===== config.mk =====
export PLATFORM = sky130hd
export DESIGN_NAME = irq_sched_ctrl
export DESIGN_NICKNAME = d
export VERILOG_FILES = /design/src/rtl/irq_sched_ctrl.sv
export SDC_FILE = /design/constraint.sdc
export NUM_CORES = 1
export LEC_CHECK = 0
export BUFFER_PORTS_ARGS = -buffer_cell sky130_fd_sc_hd__buf_2
export CAP_MARGIN = 20
export CORE_MARGIN = 5
export CORE_UTILIZATION = 47
export DETAILED_ROUTE_END_ITERATION = 16
export PLACE_DENSITY = 0.86
export SYNTH_ARGS = -nofsm -noshare
export SYNTH_HDL_FRONTEND = slang
export SYNTH_SLANG_ARGS = --single-unit

===== constraint.sdc =====
create_clock -name clk -period 2.4 [get_ports clk]
set_input_delay 0 -clock clk [delete_from_list [all_inputs] [get_ports clk]]
set_output_delay 0 -clock clk [all_outputs]
set_load 0.1 [all_outputs]

===== src/rtl/irq_sched_ctrl.sv =====
`default_nettype none
// ============================================================================
// Module      : irq_sched_ctrl
// Description : Bus-mapped interrupt controller. It synchronises, latches,
//               masks and prioritises peripheral requests, then serialises
//               their service through a claim/EOI handshake driving CP0 HWInt.
// Revision    : 1.0 - initial release
// ============================================================================
module irq_sched_ctrl #(
    parameter int          NSRC = 6,
    parameter logic [31:0] BASE = 32'h7f30
) (
    input  logic            clk,
    input  logic            reset,
    input  logic [NSRC-1:0] src_irq,
    input  logic [31:0]     addr,
    input  logic [3:0]      byteen,
    input  logic [31:0]     wdata,
    output logic [31:0]     rdata,
    output logic [5:0]      hw_int
);

    typedef enum logic [1:0] {
        ST_IDLE      = 2'd0,
        ST_PENDING   = 2'd1,
        ST_INSERVICE = 2'd2
    } state_t;

    state_t          state;
    logic [4:0]      cur_id;
    logic [NSRC-1:0] sync1, sync2, sync3;
    logic [NSRC-1:0] pend, mask, mode;

    logic            in_window;
    logic            wr_hit, wr_pend, wr_mask, wr_mode, wr_ctrl;
    logic            claim, eoi;
    logic [NSRC-1:0] pm, rise, clr, claim_clr;
    logic [4:0]      first_id;
    logic [5:0]      pm6;
    logic            unused_bits;

    assign in_window = (addr[31:4] == BASE[31:4]);
    assign wr_hit    = in_window && (byteen == 4'b1111);
    assign wr_pend   = wr_hit && (addr[3:2] == 2'd0);
    assign wr_mask   = wr_hit && (addr[3:2] == 2'd1);
    assign wr_mode   = wr_hit && (addr[3:2] == 2'd2);
    assign wr_ctrl   = wr_hit && (addr[3:2] == 2'd3);

    assign pm    = pend & mask;
    assign rise  = sync2 & ~sync3;
    // A claim that races with the last request vanishing is dropped; the FSM leaves PENDING instead.
    assign claim = wr_ctrl && !wdata[31] && (state == ST_PENDING) && (|pm);
    assign eoi   = wr_ctrl && wdata[31] && (state == ST_INSERVICE) && (wdata[4:0] == cur_id);
    assign clr   = (wr_pend ? wdata[NSRC-1:0] : '0) | claim_clr;

    assign unused_bits = ^{addr[1:0], wdata};

    // Fixed priority: lowest-numbered active source wins; also builds the claim clear vector.
    always_comb begin
        first_id  = 5'h1f;
        claim_clr = '0;
        pm6       = '0;
        pm6[NSRC-1:0] = pm;
        for (int i = NSRC - 1; i >= 0; i--) begin
            if (pm[i]) first_id = 5'(i);
        end
        for (int i = 0; i < NSRC; i++) begin
            claim_clr[i] = claim && mode[i] && (first_id == 5'(i));
        end
    end

    // Two-flop synchroniser plus a delayed copy for rising-edge detection.
    always_ff @(posedge clk) begin
        if (reset) begin
            sync1 <= '0;
            sync2 <= '0;
            sync3 <= '0;
        end else begin
            sync1 <= src_irq;
            sync2 <= sync1;
            sync3 <= sync2;
        end
    end

    // Pending/mask/mode registers; edge bits are sticky with set beating clear, level bits track input.
    always_ff @(posedge clk) begin
        if (reset) begin
            pend <= '0;
            mask <= '0;
            mode <= '0;
        end else begin
            pend <= (mode & ((pend & ~clr) | rise)) | (~mode & sync2);
            if (wr_mask) mask <= wdata[NSRC-1:0];
            if (wr_mode) mode <= wdata[NSRC-1:0];
        end
    end

    // Service FSM with registered HWInt vector and claimed source id.
    always_ff @(posedge clk) begin
        if (reset) begin
            state  <= ST_IDLE;
            cur_id <= 5'h1f;
            hw_int <= '0;
        end else begin
            case (state)
                ST_IDLE: begin
                    if (|pm) begin
                        state  <= ST_PENDING;
                        hw_int <= pm6;
                    end else begin
                        hw_int <= '0;
                    end
                end
                ST_PENDING: begin
                    if (!(|pm)) begin
                        state  <= ST_IDLE;
                        hw_int <= '0;
                    end else if (claim) begin
                        state  <= ST_INSERVICE;
                        cur_id <= first_id;
                        hw_int <= '0;
                    end else begin
                        hw_int <= pm6;
                    end
                end
                ST_INSERVICE: begin
                    hw_int <= '0;
                    if (eoi) begin
                        state  <= ST_IDLE;
                        cur_id <= 5'h1f;
                    end
                end
                default: begin
                    state  <= ST_IDLE;
                    cur_id <= 5'h1f;
                    hw_int <= '0;
                end
            endcase
        end
    end

    // Combinational register read-back; zero outside the window.
    always_comb begin
        rdata = '0;
        if (in_window) begin
            case (addr[3:2])
                2'd0: rdata[NSRC-1:0] = pend;
                2'd1: rdata[NSRC-1:0] = mask;
                2'd2: rdata[NSRC-1:0] = mode;
                default: begin
                    rdata[31]  = (state == ST_INSERVICE);
                    rdata[4:0] = cur_id;
                end
            endcase
        end
    end

endmodule
`default_nettype wire


==> results.cfg, run 1 <==
[clocking]
cts_resized = 0
postCtsHoldBufs = 12
post_cts_buffers = 0
cts_buffers = 5
clock-sinks = 48
clock_latency_ps = 310
cts_buffer_depth = 2
cts_tree = built
htree_levels = 2
clk_pin_slew_ps = 90
clockRootBuffer = clkbuf_8

[logic_synthesis]
synthFlopType = dfxtp_1
synth-simple-area-share_pct = 32.5
synth_edf_count = 0
yosys.area_share.adder_pct = 0
synth_xor_area_share_pct = 1.05
synth_seq_cells = 48
synth.area.mux_share_pct = 9.66
synth_top_family_by_area = simple AND/OR/NAND/NOR gates
synth_compound_area_share_pct = 8.27
yosysWarnings = 0
yosysUniqueCellTypes = 53
postSynthCellCount = 270
syn_area_mm2 = 0.00251
async_flop_share_pct = 0
ys_seq_area_share_pct = 38.2
synth_area_per_cell_um2 = 9.31

[cells_and_area]
final-seq-area_um2 = 961
nets = 416
final_common_cell = buf_2
area_delta_synth_final_pct = 19.3
multi_input_area_mm2 = 0.00140
fill_cells = 473
final_cell_mix = 61 x buf_2, 48 x dfxtp_1, 28 x nor2_1
diodes = 0
final_layout_size_suffix_gt1_share_pct = 25.8

[critical_path]
required_ps = 2610
cpPeakStageDelay_ps = 470
path_max_fanout = 10
path_class = flip-flop to flip-flop
worstSetupStartpointType = flip-flop
endpoint_kind = flip-flop
r2r_start = state[0]
slowest_stage = dfxtp_1
startpoint = state[0]
crit_path_cell_trace = or3b_4 > nor3_4 > nand4b_4 > or3_1 > a22o_1
cp_data_arrival_time_ps = 2140

[min_path]
hold_start = wdata[31]
hold_path_class = primary input to flip-flop

[place]
hpwlAfterDp_um = 4600
port_buffers = 61
gp_congestion = 0.935

[outcome]
status = finished, final reports clean

[timing]
grt_setup_unrepaired = false
timing.final.crit_share_pct = 80.7
hold_viol_final = 0
max_freq_mhz = 516
slew_headroom_pct = 46.9
fin_crit_ps = 1940
worstMarginPinSlew_ps = 797
finalClockSkew_ps = 12.7
setup_violations = 0
final-max-slew-violation-count = 0
hold_ws_ps = 119
fin_tns_setup_ps = 0

[floorplan]
dieArea_mm2 = 0.00691
die_x_um = 83.1
die_h_um = 83.1
ios = 114
initial_utilization_pct = 48.9
fp-row-count = 26
coreArea_mm2 = 0.00514

[power]
ir_worst_vdd_mv = 0.561
leakage_nw = 1.29
power_mw = 1.62
power_density_mw_per_mm2 = 542

[global_route]
antenna_found_initial = 0
grt_max_degree = 47
track_usage_pct = 17.8
grt_pass1_vias = 2120
grt_overflow = 0
grt_pass1_wl_um = 10100

[detailed_routing]
drt_iter0_drc = 138
viasPerCell = 5.22
route.vias.total = 2147
routed_wl_um = 6060
wl_per_cell_um = 14.8
drt-pass1-iter-count = 4
antenna_left = 0
drc = 0

[flow_run]
maxCapViolCount = 0
## logic make-up after synthesis
family          after synthesis
other cells                   1
xor+xnor                      3
mux                          18
simple gates                131
buf+inv                      39
compound gates               30
flops                        48
## worst max-delay path: cells and delay by family (launching register included)
kind            cells  cell delay [ps]
compound gates      1              200
flops               1              470
simple gates        4             1170
## worst paths after layout
kind,end,slack (ps),cells after the start
setup / recovery,pend[5],460,5
hold / removal,state[1],120,4
setup reg to reg,pend[5],460,5
hold reg to reg,sync2[1],440,1
## flip-flops by register name (all words and copies together) (netlist names), 4 cells and up
signal	flops
hw_int	6
sync2	6
cur_id	4
sync3	6
mode	6
sync1	6
mask	6
pend	6
## synthesized netlist by cell type, drive strengths merged, types with 5 or more instances
master  number  area share (%)
and3         8             2.0
nor4         9             3.6
nand2       27             4.0
a22o         5             1.7
nor2b       18             4.5
a21oi        6             1.2
mux4         5             4.5
buf         31             8.9
dfxtp       48              38
nor2        28             4.2
nand3        7             1.4
mux2i       13             5.2
o21ai        7             1.4
## per-stage QoR
step                cell area (um^2)  instances  util, %  worst slack (ps)
floorplan                       2620        294        -               370
global placement                2780        391     54.1               512
detailed placement              2780        391     54.1               508
CTS                             3000        411     58.3               471
global route                    3000        411     58.3               398
finish                          3000        411     58.3               464
## per-layer routing
layer / part of all wire (%) / wire [um] / vias to the layer above / global-route usage, %
met1: 42 / 2530 / 980 / 21.5
met3: 8.9 / 541 / 11 / 5.45
li1: - / - / 1058 / -
met5: 0 / 0 / - / 0
met2: 47 / 2870 / 98 / 30.0
met4: 2.1 / 125 / 0 / 6.09
## where the power goes
part / total, mW / switching (mW) / internal [mW]
registers: 0.816 / 0.00541 / 0.810
clock network: 0.509 / 0.276 / 0.233
logic: 0.300 / 0.231 / 0.0688
## area by class of cell
class,instances,share of cell area (%)
multi-input cells,207,46.8
flip-flops and latches,48,32.1
repair buffers,74,14.4
well taps,70,2.92
clock buffers,6,2.76
clock inverters,2,0.501
inverters,4,0.501
Note: power is estimated with default switching activity, not from simulation.
==> run 2, diff against run 1 <==
- ABC_AREA: unset -> 1
- CORE_UTILIZATION: 47 -> 43
- PLACE_DENSITY: 0.86 -> 0.83
- clock period: 2.4 -> 1.76 ns (I/O delays scaled with it)
==> run 2 against run 1 <==
Cell count increased by 29%. Power increased by 36%. Flip-flop and latch count stayed put. Die area grew 11%. Clock power increased by 34%. Core utilization down 5.1 points. Critical path depth stayed put. Sequential power increased by 36%. Global-route usage down 0.46 points. Area after synthesis up 3.5%. First-iteration DRC count rose by 45%. Worst setup slack got worse by 320 ps. Critical path type is now flip-flop to output port. Highest routed layer unchanged.
==> results.cfg, run 2 <==
[outcome]
status = finished, final reports clean

[global_route]
grt_pass1_vias = 2530
track_usage_pct = 17.3
grt_max_degree = 20
antenna_found_initial = 0
grt_pass1_wl_um = 10700
grt_overflow = 0

[clocking]
htree_levels = 2
clock-sinks = 48
clockRootBuffer = clkbuf_8
cts_buffers = 5
cts_tree = built
post_cts_buffers = 0
clk_pin_slew_ps = 90
cts_buffer_depth = 2
clock_latency_ps = 300

[critical_path]
reg2regPathDepth = 11
rrSetupSlack_ps = 170
slowest_stage = buf_2
worstSetupStartpointType = flip-flop
timing.rr.end = pend[3]
path_class = flip-flop to output port
crit_top_cell = o21ai_0
path_max_fanout = 3
cp_data_arrival_time_ps = 1610
crit_buf_inv = 2
cpLargestDelayFamily = buffers and inverters
crit_path_cell_trace = inv_1 > o21ai_0 > o21ai_0 > a21oi_2 > buf_2
cpPeakStageDelay_ps = 430
required_ps = 1760
endpoint_kind = output port
r2r_start = pend[4]

[power]
power_density_mw_per_mm2 = 706
ir_worst_vdd_mv = 0.581
power_mw = 2.21
leakage_nw = 1.50

[detailed_routing]
drt_iter0_drc = 200
drc = 0
antenna_left = 0
routed_wl_um = 6370
route.vias.total = 2535
viasPerCell = 4.77
drt-pass1-iter-count = 4
wl_per_cell_um = 12.0

[place]
dpl.cell_count = 516
gp_congestion = 0.960
hpwlAfterDp_um = 5030
port_buffers = 61

[floorplan]
initial_utilization_pct = 44.2
ios = 114
fp-row-count = 28
die_x_um = 87.8
dieArea_mm2 = 0.00770
die_h_um = 87.8
coreArea_mm2 = 0.00589

[cells_and_area]
final_layout_size_suffix_gt1_share_pct = 24.1
final_cell_mix = 95 x nand2_1, 59 x nor2_1, 58 x buf_2
nets = 531
final_common_cell = nand2_1
stdcell_count = 531
area_delta_synth_final_pct = 20.5
diodes = 0

[logic_synthesis]
async_flop_share_pct = 0
yosysTopAreaCellShare_pct = 37.0
synth_seq_cells = 48
synth_edf_count = 0
synthFlopType = dfxtp_1
postSynthCellCount = 382
synth_commonest_cells = 95 x nand2_1, 59 x nor2_1, 48 x dfxtp_1
synth.area.top_cells = dfxtp_1 37%, nand2_1 14%, nor2_1 8.5%
synth_area_per_cell_um2 = 6.81
ys_seq_area_share_pct = 37.0
syn_area_mm2 = 0.00260
yosysWarnings = 0
yosysUniqueCellTypes = 31
yosysMostFrequentCell = nand2_1
synth_top_cell_by_area = dfxtp_1

[min_path]
holdPathStages = 3
holdPathEnd = mode[3]
hold_path_class = primary input to flip-flop
hold_start = wdata[3]

[timing]
timing.final.crit_share_pct = 91.6
final-max-slew-violation-count = 0
fin_crit_ps = 1610
grt_setup_unrepaired = false
finalClockSkew_ps = 7.59
setup_violations = 0
hold_viol_final = 0
max_freq_mhz = 620

[flow_run]
maxCapViolCount = 0
-- run 2: cell types whose count changed in the layout (fill, tap and decap cells not counted), sizes merged, moves of 4 or more --
cell and delta:
a21oi +9, nor4 -8, and3 -8, nor2b -18, dlygate4sd3 -5, mux4 -5
inv +44, nor2 +42, a22o -5, nand4 +4, nand2 +84, nand3 +18
mux2i -13
-- run 2: per-stage QoR --
step	util, %	setup TNS, ps	worst slack, ps	hold slack (ps)	instance area [um^2]
floorplan	-	-1290	-402	107	2710
finish	53.2	0	148	12.0	3130
global placement	50.4	0	231	198	2970
CTS	53.2	0	156	10.4	3130
global route	53.2	0	1.96	5.37	3130
detailed placement	50.4	0	167	207	2970
-- run 2: final cells by class --
| class | count | area [um^2] |
|---|---|---|
| well taps | 75 | 93.8 |
| inverters | 48 | 180 |
| clock buffers | 7 | 86.3 |
| flip-flops and latches | 48 | 961 |
| fillers | 575 | 2750 |
| repair buffers | 72 | 450 |
| clock inverters | 1 | 7.51 |
| multi-input cells | 280 | 1350 |
-- run 2: kinds of logic after synthesis --
family / synth area share (%)
AO/OA/AOI/OAI: 7.60
XOR/XNOR: 0.674
buffers and inverters: 15.3
flip-flops: 37.0
other: 0.144
AND/OR/NAND/NOR: 39.3
-- run 2: worst reg2reg max path, stage by stage, from the launching register on --
cell     delay [ps]
dfxtp_1         390
nand2_1         130
nand2_2         110
inv_2            60
nand2_4          70
nand2_4          70
nor2_4          110
nand4_4         160
nor2_2          180
nand2_1         100
nand3_1          80
nand2_1          50
-- run 2: worst max-delay path by stage --
stage,startpoint,to,slack [ps],depth (start not counted)
2_1_floorplan,addr[27],rdata[0],-400,7
3_3_place_gp,state[0],pend[3],230,9
3_5_place_dp,state[0],pend[3],170,9
4_1_cts,mask[4],rdata[4],160,5
5_1_grt,state[0],cur_id[1],2,9
6_report,mask[4],rdata[4],150,5
-- run 2: repair_timing --
item	in CTS	in global routing
resized for setup	0	0
hold endpoints to repair	8	0
hold buffers	7	0
-- run 2: layer usage --
metal  GRT usage [%]  wire [um]  share of wire, %  up-vias
li1                -          -                 -     1287
met1            19.6       2570                40     1163
met2            31.9       3330                52       75
met3            3.86        384               6.0       10
met4            5.86         87               1.4        0
met5               0          0                 0        -
-- run 2: where the power goes --
| part | total, mW | switching, mW | leakage, nW | internal, mW |
|---|---|---|---|---|
| Clock | 0.684 | 0.364 | 0.0445 | 0.320 |
| Sequential | 1.11 | 0.00744 | 0.390 | 1.11 |
| Combinational | 0.417 | 0.336 | 1.07 | 0.0810 |
